<file path="src/rtl/mmio_uart_tx_pkg.sv">
`default_nettype none
// ============================================================================
// Module      : mmio_uart_tx_pkg
// Description : Shared types and constants for the memory-mapped UART
//               transmitter. These include the IO write-control bundle from
//               the data memory decode, register offsets, status bit indices
//               and the serialiser state encoding.
//               Build option: MMIO_UART_TX_PARITY_EN adds a PARITY state.
// Revision    : 1.0 - initial release
// ============================================================================
package mmio_uart_tx_pkg;

    localparam int XLEN = 32;

    typedef enum logic [1:0] {
        WIDTH_BYTE = 2'd0,
        WIDTH_HALF = 2'd1,
        WIDTH_WORD = 2'd2
    } write_width_t;

    typedef struct packed {
        logic               enable;
        logic [XLEN-1:0]    addr;
        logic [XLEN-1:0]    value;
        write_width_t       width;
    } mem_write_control_t;

    localparam logic [XLEN-1:0] UART_TX_DATA_OFFSET = 32'd0;
    localparam logic [XLEN-1:0] UART_STATUS_OFFSET  = 32'd4;

    // Status register bit positions
    localparam int UART_STATUS_EMPTY = 0;
    localparam int UART_STATUS_FULL  = 1;
    localparam int UART_STATUS_IDLE  = 2;

    typedef enum logic [2:0] {
        UART_ST_IDLE   = 3'd0,
        UART_ST_START  = 3'd1,
        UART_ST_DATA   = 3'd2,
`ifdef MMIO_UART_TX_PARITY_EN
        UART_ST_PARITY = 3'd4,
`endif
        UART_ST_STOP   = 3'd3
    } uart_tx_state_t;

endpackage : mmio_uart_tx_pkg
`default_nettype wire

</file>
<file path="src/rtl/mmio_uart_tx_fifo.sv">
`default_nettype none
// ============================================================================
// Module      : mmio_tx_fifo
// Description : Synchronous byte FIFO with first-word-fall-through read data.
//               A push into a full FIFO is ignored, and so is a pop from an
//               empty FIFO.
// Ports       : clock, reset        - clock and synchronous active-high reset
//               push, data_in       - write strobe and byte
//               pop, data_out       - read strobe and head byte (valid if !empty)
//               empty, full, count  - occupancy
// Revision    : 1.0 - initial release
// ============================================================================
module mmio_tx_fifo #(
    parameter int DEPTH = 4     // power of 2, at least 2
) (
    input  logic                     clock,
    input  logic                     reset,
    input  logic                     push,
    input  logic                     pop,
    input  logic [7:0]               data_in,
    output logic [7:0]               data_out,
    output logic                     empty,
    output logic                     full,
    output logic [$clog2(DEPTH):0]   count
);

    localparam int                 c_ptr_w = $clog2(DEPTH);
    localparam logic [c_ptr_w:0]   c_depth = (c_ptr_w + 1)'(DEPTH);

    logic [7:0]           r_mem [DEPTH];
    logic [c_ptr_w-1:0]   r_wr_ptr;
    logic [c_ptr_w-1:0]   r_rd_ptr;
    logic [c_ptr_w:0]     r_count;
    logic                 w_do_push;
    logic                 w_do_pop;

    assign empty     = (r_count == '0);
    assign full      = (r_count == c_depth);
    assign count     = r_count;
    assign data_out  = r_mem[r_rd_ptr];
    assign w_do_push = push && !full;
    assign w_do_pop  = pop && !empty;

    // Pointers wrap naturally because DEPTH is a power of 2
    always_ff @(posedge clock) begin
        if (reset) begin
            r_wr_ptr <= '0;
            r_rd_ptr <= '0;
            r_count  <= '0;
        end else begin
            if (w_do_push) r_wr_ptr <= r_wr_ptr + 1'b1;
            if (w_do_pop)  r_rd_ptr <= r_rd_ptr + 1'b1;
            case ({w_do_push, w_do_pop})
                2'b10:   r_count <= r_count + 1'b1;
                2'b01:   r_count <= r_count - 1'b1;
                default: r_count <= r_count;
            endcase
        end
    end

    always_ff @(posedge clock) begin
        if (w_do_push) r_mem[r_wr_ptr] <= data_in;
    end

endmodule : mmio_tx_fifo
`default_nettype wire

</file>
<file path="src/rtl/mmio_uart_tx.sv">
`default_nettype none
// ============================================================================
// Module      : mmio_uart_tx
// Description : Memory-mapped UART transmitter. IO writes to BASE_ADDR queue a
//               byte, and writes to other addresses are acknowledged with no
//               effect. BASE_ADDR+4 reads back {idle, full, empty}. Bytes are
//               sent LSB first as 8N1 frames. When MMIO_UART_TX_PARITY_EN is
//               defined, an even parity bit follows the data bits.
// Ports       : clock, reset     - clock and synchronous active-high reset
//               write_control    - IO write request from the data memory decode
//               read_addr        - IO read address
//               write_complete   - one-cycle acknowledge of an accepted write
//               r_data           - IO read data (combinational)
//               tx               - serial line, idles high
// Revision    : 1.0 - initial release
// ============================================================================
module mmio_uart_tx
    import mmio_uart_tx_pkg::*;
#(
    parameter logic [XLEN-1:0] BASE_ADDR    = 32'h0003_0000,
    parameter int              CLKS_PER_BIT = 16,   // at least 2
    parameter int              FIFO_DEPTH   = 4     // power of 2, at least 2
) (
    input  logic                clock,
    input  logic                reset,
    input  mem_write_control_t  write_control,
    input  logic [XLEN-1:0]     read_addr,
    output logic                write_complete,
    output logic [XLEN-1:0]     r_data,
    output logic                tx
);

    localparam int                   c_baud_w      = $clog2(CLKS_PER_BIT);
    localparam int                   c_cnt_w       = $clog2(FIFO_DEPTH) + 1;
    localparam logic [c_baud_w-1:0]  c_baud_max    = c_baud_w'(CLKS_PER_BIT - 1);
    localparam logic [c_cnt_w-1:0]   c_depth       = c_cnt_w'(FIFO_DEPTH);
    localparam logic [XLEN-1:0]      c_data_addr   = BASE_ADDR + UART_TX_DATA_OFFSET;
    localparam logic [XLEN-1:0]      c_status_addr = BASE_ADDR + UART_STATUS_OFFSET;

    // ------------------------------------------------------------------
    // Write acceptance: the hart holds enable until it sees write_complete,
    // so r_ack_pending masks the request during the acknowledge cycle.
    // ------------------------------------------------------------------
    logic                r_ack_pending;
    logic                w_is_data_wr;
    logic                w_accept;
    logic                w_fifo_push;
    logic                w_fifo_pop;
    logic [7:0]          w_fifo_data;
    logic                w_fifo_empty;
    logic                w_fifo_full;
    logic [c_cnt_w-1:0]  w_fifo_count;
    logic                w_unused;

    assign w_is_data_wr = (write_control.addr == c_data_addr);
    assign w_accept     = write_control.enable && !r_ack_pending &&
                          (!w_is_data_wr || (w_fifo_count < c_depth));
    assign w_fifo_push  = w_accept && w_is_data_wr;
    assign w_unused     = ^{write_control.value[XLEN-1:8], write_control.width};

    always_ff @(posedge clock) begin
        if (reset) r_ack_pending <= 1'b0;
        else       r_ack_pending <= w_accept;
    end

    assign write_complete = r_ack_pending;

    mmio_tx_fifo #(
        .DEPTH    (FIFO_DEPTH)
    ) u_fifo (
        .clock    (clock),
        .reset    (reset),
        .push     (w_fifo_push),
        .pop      (w_fifo_pop),
        .data_in  (write_control.value[7:0]),
        .data_out (w_fifo_data),
        .empty    (w_fifo_empty),
        .full     (w_fifo_full),
        .count    (w_fifo_count)
    );

    // ------------------------------------------------------------------
    // Serialiser
    // ------------------------------------------------------------------
    uart_tx_state_t       r_state,   w_state_nxt;
    logic [c_baud_w-1:0]  r_baud,    w_baud_nxt;
    logic [2:0]           r_bit_idx, w_bit_idx_nxt;
    logic [7:0]           r_shift,   w_shift_nxt;
    logic                 w_load;
    logic                 w_tx;
`ifdef MMIO_UART_TX_PARITY_EN
    logic                 r_parity,  w_parity_nxt;
`endif

    always_ff @(posedge clock) begin
        if (reset) begin
            r_state   <= UART_ST_IDLE;
            r_baud    <= '0;
            r_bit_idx <= '0;
            r_shift   <= '0;
`ifdef MMIO_UART_TX_PARITY_EN
            r_parity  <= 1'b0;
`endif
        end else begin
            r_state   <= w_state_nxt;
            r_baud    <= w_baud_nxt;
            r_bit_idx <= w_bit_idx_nxt;
            r_shift   <= w_shift_nxt;
`ifdef MMIO_UART_TX_PARITY_EN
            r_parity  <= w_parity_nxt;
`endif
        end
    end

    always_comb begin
        w_state_nxt   = r_state;
        w_baud_nxt    = r_baud;
        w_bit_idx_nxt = r_bit_idx;
        w_shift_nxt   = r_shift;
        w_load        = 1'b0;
        w_tx          = 1'b1;
`ifdef MMIO_UART_TX_PARITY_EN
        w_parity_nxt  = r_parity;
`endif
        case (r_state)
            UART_ST_IDLE: begin
                w_load = !w_fifo_empty;
            end
            UART_ST_START: begin
                w_tx = 1'b0;
                if (r_baud == '0) begin
                    w_state_nxt   = UART_ST_DATA;
                    w_baud_nxt    = c_baud_max;
                    w_bit_idx_nxt = '0;
                end else begin
                    w_baud_nxt = r_baud - 1'b1;
                end
            end
            UART_ST_DATA: begin
                w_tx = r_shift[0];
                if (r_baud == '0) begin
                    w_baud_nxt  = c_baud_max;
                    w_shift_nxt = {1'b0, r_shift[7:1]};
                    if (r_bit_idx == 3'd7) begin
`ifdef MMIO_UART_TX_PARITY_EN
                        w_state_nxt = UART_ST_PARITY;
`else
                        w_state_nxt = UART_ST_STOP;
`endif
                    end else begin
                        w_bit_idx_nxt = r_bit_idx + 3'd1;
                    end
                end else begin
                    w_baud_nxt = r_baud - 1'b1;
                end
            end
`ifdef MMIO_UART_TX_PARITY_EN
            UART_ST_PARITY: begin
                w_tx = r_parity;
                if (r_baud == '0) begin
                    w_state_nxt = UART_ST_STOP;
                    w_baud_nxt  = c_baud_max;
                end else begin
                    w_baud_nxt = r_baud - 1'b1;
                end
            end
`endif
            UART_ST_STOP: begin
                w_tx = 1'b1;
                if (r_baud == '0) begin
                    // Chain straight into the next frame when one is queued
                    // so that back-to-back frames have no idle gap.
                    if (!w_fifo_empty) begin
                        w_load = 1'b1;
                    end else begin
                        w_state_nxt = UART_ST_IDLE;
                        w_baud_nxt  = '0;
                    end
                end else begin
                    w_baud_nxt = r_baud - 1'b1;
                end
            end
            default: begin
                w_state_nxt = UART_ST_IDLE;
                w_baud_nxt  = '0;
            end
        endcase

        if (w_load) begin
            w_state_nxt   = UART_ST_START;
            w_baud_nxt    = c_baud_max;
            w_bit_idx_nxt = '0;
            w_shift_nxt   = w_fifo_data;
`ifdef MMIO_UART_TX_PARITY_EN
            w_parity_nxt  = ^w_fifo_data;
`endif
        end
    end

    assign w_fifo_pop = w_load;
    assign tx         = w_tx;

    // ------------------------------------------------------------------
    // Status read
    // ------------------------------------------------------------------
    logic [XLEN-1:0] w_status;

    always_comb begin
        w_status                    = '0;
        w_status[UART_STATUS_EMPTY] = w_fifo_empty;
        w_status[UART_STATUS_FULL]  = w_fifo_full;
        w_status[UART_STATUS_IDLE]  = (r_state == UART_ST_IDLE) && w_fifo_empty;
        r_data = (read_addr == c_status_addr) ? w_status : '0;
    end

endmodule : mmio_uart_tx
`default_nettype wire

</file>
<file path="config.mk">
export PLATFORM = sky130hd
export DESIGN_NAME = mmio_uart_tx
export DESIGN_NICKNAME = d
export VERILOG_FILES = /design/src/rtl/mmio_uart_tx_pkg.sv /design/src/rtl/mmio_uart_tx_fifo.sv /design/src/rtl/mmio_uart_tx.sv
export SDC_FILE = /design/constraint.sdc
export NUM_CORES = 1
export LEC_CHECK = 0
export CAP_MARGIN = 10
export CORE_ASPECT_RATIO = 0.9
export CORE_MARGIN = 2
export CORE_UTILIZATION = 42
export CTS_CLUSTER_DIAMETER = 30
export CTS_CLUSTER_SIZE = 30
export DETAILED_ROUTE_END_ITERATION = 6
export HOLD_SLACK_MARGIN = 0.02
export PLACE_DENSITY = 0.8
export SLEW_MARGIN = 5
export SYNTH_ARGS = -nofsm -noshare
export SYNTH_HDL_FRONTEND = slang
export SYNTH_HIERARCHICAL = 1
export SYNTH_SLANG_ARGS = --single-unit
</file>
<file path="constraint.sdc">
create_clock -name clock -period 4.2 [get_ports clock]
set_clock_uncertainty 0.2 [all_clocks]
set_input_delay 0.63 -clock clock [delete_from_list [all_inputs] [get_ports clock]]
set_output_delay 0.63 -clock clock [all_outputs]
set_load 0.02 [all_outputs]
</file>
==> results.md <==
- Placer Congestion: 0.747
- Slew headroom: 31.3%
- Synth Cell Area: 0.00310 mm2
- Cell repeated most along the worst path: clkdlybuf4s50_1
- Worst-path clk slew: 0.07 ns
- Post-layout minimum cycle time: approximately 3.5 ns
- Crit path cell chain: clkdlybuf4s50_1 -> nor4_1 -> nand4_1 -> nor3_1 -> and3_1 -> clkdlybuf4s50_1
- Period utilization: 82.7%
- GRT Total Usage: 17.8%
- Routed via count: 2347
- Top-area cell type share of the netlist area: a little under a third
- Run status: complete, no violations
- Worst EP required: ~3.4 ns
- Max-cap viol count: 0
- FP Rows: 29
- Vias in the first global route: 2356
- TNS Setup: 0 ns
- Post-synthesis register bit count: between 50 and 60
- Slowest stage delay, CP: between 0.6 and 0.7 ns
- DR DRC count: 0
- Grt ovf: 0
- Layout cells sized above 1: 9.84%
- Cts repair resizes: 0
- Crit path DAT: 2.64 ns
- ANT nets after route: 0
- Crit end category: primary output
- Hold Buf Count CTS: 0
- Prevailing post-synth register cell: edfxtp_1
- Core area: 0.00711 mm2
- Crit Path Class: primary input to primary output
- Post-synth EDFFs: 32
- Post-CTS Setup Bufs: 0
- Root Driver: clkbuf_8
- Peak VDD IR: 0.292 mV
- Avg Inst Size Synth: 11.1 um2
- Die width: about 95 um
- Final hold violations: 0
- Synthesis-to-finish area growth: 30.2%
- Slew @ Worst Pin: 1.03 ns
- Critical path's slowest cell: clkdlybuf4s50_1
- I/O pins: ~140
- H-tree lvl count: 3
- CTS buffer count: 9
- Nets@finish: around 470
- Cell taking the most area after synthesis: edfxtp_1
- Hold Crit Class: register to register
- Average routed wire per standard cell: 14.5 um
- IO buf count: slightly below 80
- Final setup violation count: 0
- Initial Utilization: between 40 and 50%
- Post-Route WL: around 6.7 mm
- First-pass iteration count of the detailed router: 4
- DRT iter0 DRCs: approximately 160
- Most frequent cells in the layout: clkdlybuf4s50_1 (79), edfxtp_1 (32), conb_1 (29)
- Leakage: about 1.4 nW
- RSZ-0062 raised after global routing: false
- Initial antenna violation count: 0
- Placed Area: approximately 0.0039 mm2
- Sequential-to-total area share from yosys stat: between 40% and 50%
- Netlist cell types: 46
- First-pass GRT wire length: 11.1 mm
- Hold depth: 2
- Pwr/cell area: 289 mW/mm2
- Clock tree sinks: 59
- Most area-consuming cells after synthesis: edfxtp_1 (31%), dfxtp_1 (17%), buf_4 (7.3%)
- N_diodes: 0
- Post-Syn Instances: 280
- Commonest non-fill, non-tap cell in the layout: clkdlybuf4s50_1
- HPWL Detailed: 5.02 mm
- Die area: around 0.0081 mm2
- Fin area: 0.00404 mm2
- Ys async rst share: 0%
- Largest net degree at the start of global routing: 28
- Final Max Slew Viols: 0
- Reg2reg path depth: 13
- Worst Path Max Fanout: 3
- Yosys Warn Count: 6
- Die Y: 85.5 um
- Clock tree from TritonCTS: built
- Crit path launch type: primary input
- Insertion delay to the later sink of the worst-skew pair: 0.33 ns
- Clock tree buffer depth: 2
- FMAX: between 200 and 300 MHz
- Drt via density: 5.11
==> sequential cells by signal, indices dropped and copies added (netlist names), named ones only <==
name	cells
r_baud	4
r_bit_idx	3
r_shift	8
r_state	2
u_fifo/count	3
u_fifo/r_mem	32
u_fifo/r_rd_ptr	2
u_fifo/r_wr_ptr	2
write_complete	1
==> through the flow <==
| stage | power [mW] | setup slack [ns] | hold slack (ns) | instances | util, % |
|---|---|---|---|---|---|
| 3_3_place_gp | 0.724 | 0.534 | 0.253 | 443 | 54.3 |
| 3_5_place_dp | 0.727 | 0.425 | 0.259 | 443 | 54.3 |
| 5_1_grt | 1.22 | 0.435 | 0.285 | 459 | 56.8 |
| 6_report | 1.17 | 0.726 | 0.273 | 459 | 56.8 |
| 4_1_cts | 1.18 | 0.728 | 0.268 | 459 | 56.8 |
| 2_1_floorplan | 0.672 | 1.18 | 0.248 | 308 | - |
==> routing by layer <==
metal  vias to the layer above  share of wire, %  global-route usage (%)
met2                        66                51                    29.5
met5                         -                 0                       0
met4                         0               1.4                    6.98
met3                        13               4.7                    5.45
li1                       1142                 -                       -
met1                      1126                43                    21.6
==> final timing paths <==
check	startpoint	to	slack (ns)
max reg2reg	r_state[0]	u_fifo/count[2]	1.05
min	r_shift[7]	r_shift[7]	0.27
min reg2reg	r_shift[7]	r_shift[7]	0.27
max	read_addr[18]	r_data[2]	0.73
==> report_power, final <==
| part | internal, mW | switching (mW) | total [mW] |
|---|---|---|---|
| clock network | 0.217 | 0.236 | 0.453 |
| registers | 0.607 | 0.000444 | 0.608 |
| logic | 0.0633 | 0.0431 | 0.106 |
| total | 0.888 | 0.280 | 1.17 |
==> worst max-delay path: cells and delay by family <==
| family | cells | cell delay, ns |
|---|---|---|
| and+or+nand+nor | 4 | 1.01 |
| buffers and inverters | 2 | 1.01 |
==> layout make-up <==
cell class | instances | area [um2]
Clock buffer | 9 | 124
Clock inverter | 7 | 51.3
Fill cell | 610 | 3070
Inverter | 13 | 48.8
Multi-Input combinational cell | 196 | 1380
Sequential cell | 59 | 1500
Tap cell | 93 | 116
Timing Repair Buffer | 82 | 813
==> logic make-up (layout without fill, tap and decap cells) <==
logic type / after synthesis / count (layout) / share of synthesized area (%)
XOR/XNOR: 3 / 3 / 0.847
flip-flops: 59 / 59 / 48.4
other: 1 / 29 / 0.121
AO/OA/AOI/OAI: 49 / 49 / 10.8
multiplexers: 12 / 12 / 7.10
AND/OR/NAND/NOR: 91 / 91 / 17.3
adder cells (fa/ha/maj): 12 / 12 / 5.08
buffers and inverters: 53 / 111 / 10.4
==> synth_stat cells (2+ instances only) <==
cell type / count
nor3_2: 2
ha_1: 11
dfxtp_1: 27
xor2_1: 3
and2_1: 6
a22oi_1: 3
or3_1: 4
a21o_1: 2
nand2b_1: 5
nand4_1: 4
nand2_1: 7
nor2b_1: 3
mux4_2: 8
nor4_1: 14
a21oi_1: 17
o21a_1: 3
buf_2: 3
nor3_1: 8
mux2i_1: 4
nand3_1: 8
nor2_1: 18
a211oi_1: 9
nor4b_1: 2
nor3b_1: 3
edfxtp_1: 32
o21ai_0: 9
buf_4: 30
clkbuf_1: 3
inv_1: 13
buf_1: 3
Note: power is estimated with default switching activity, not from simulation.
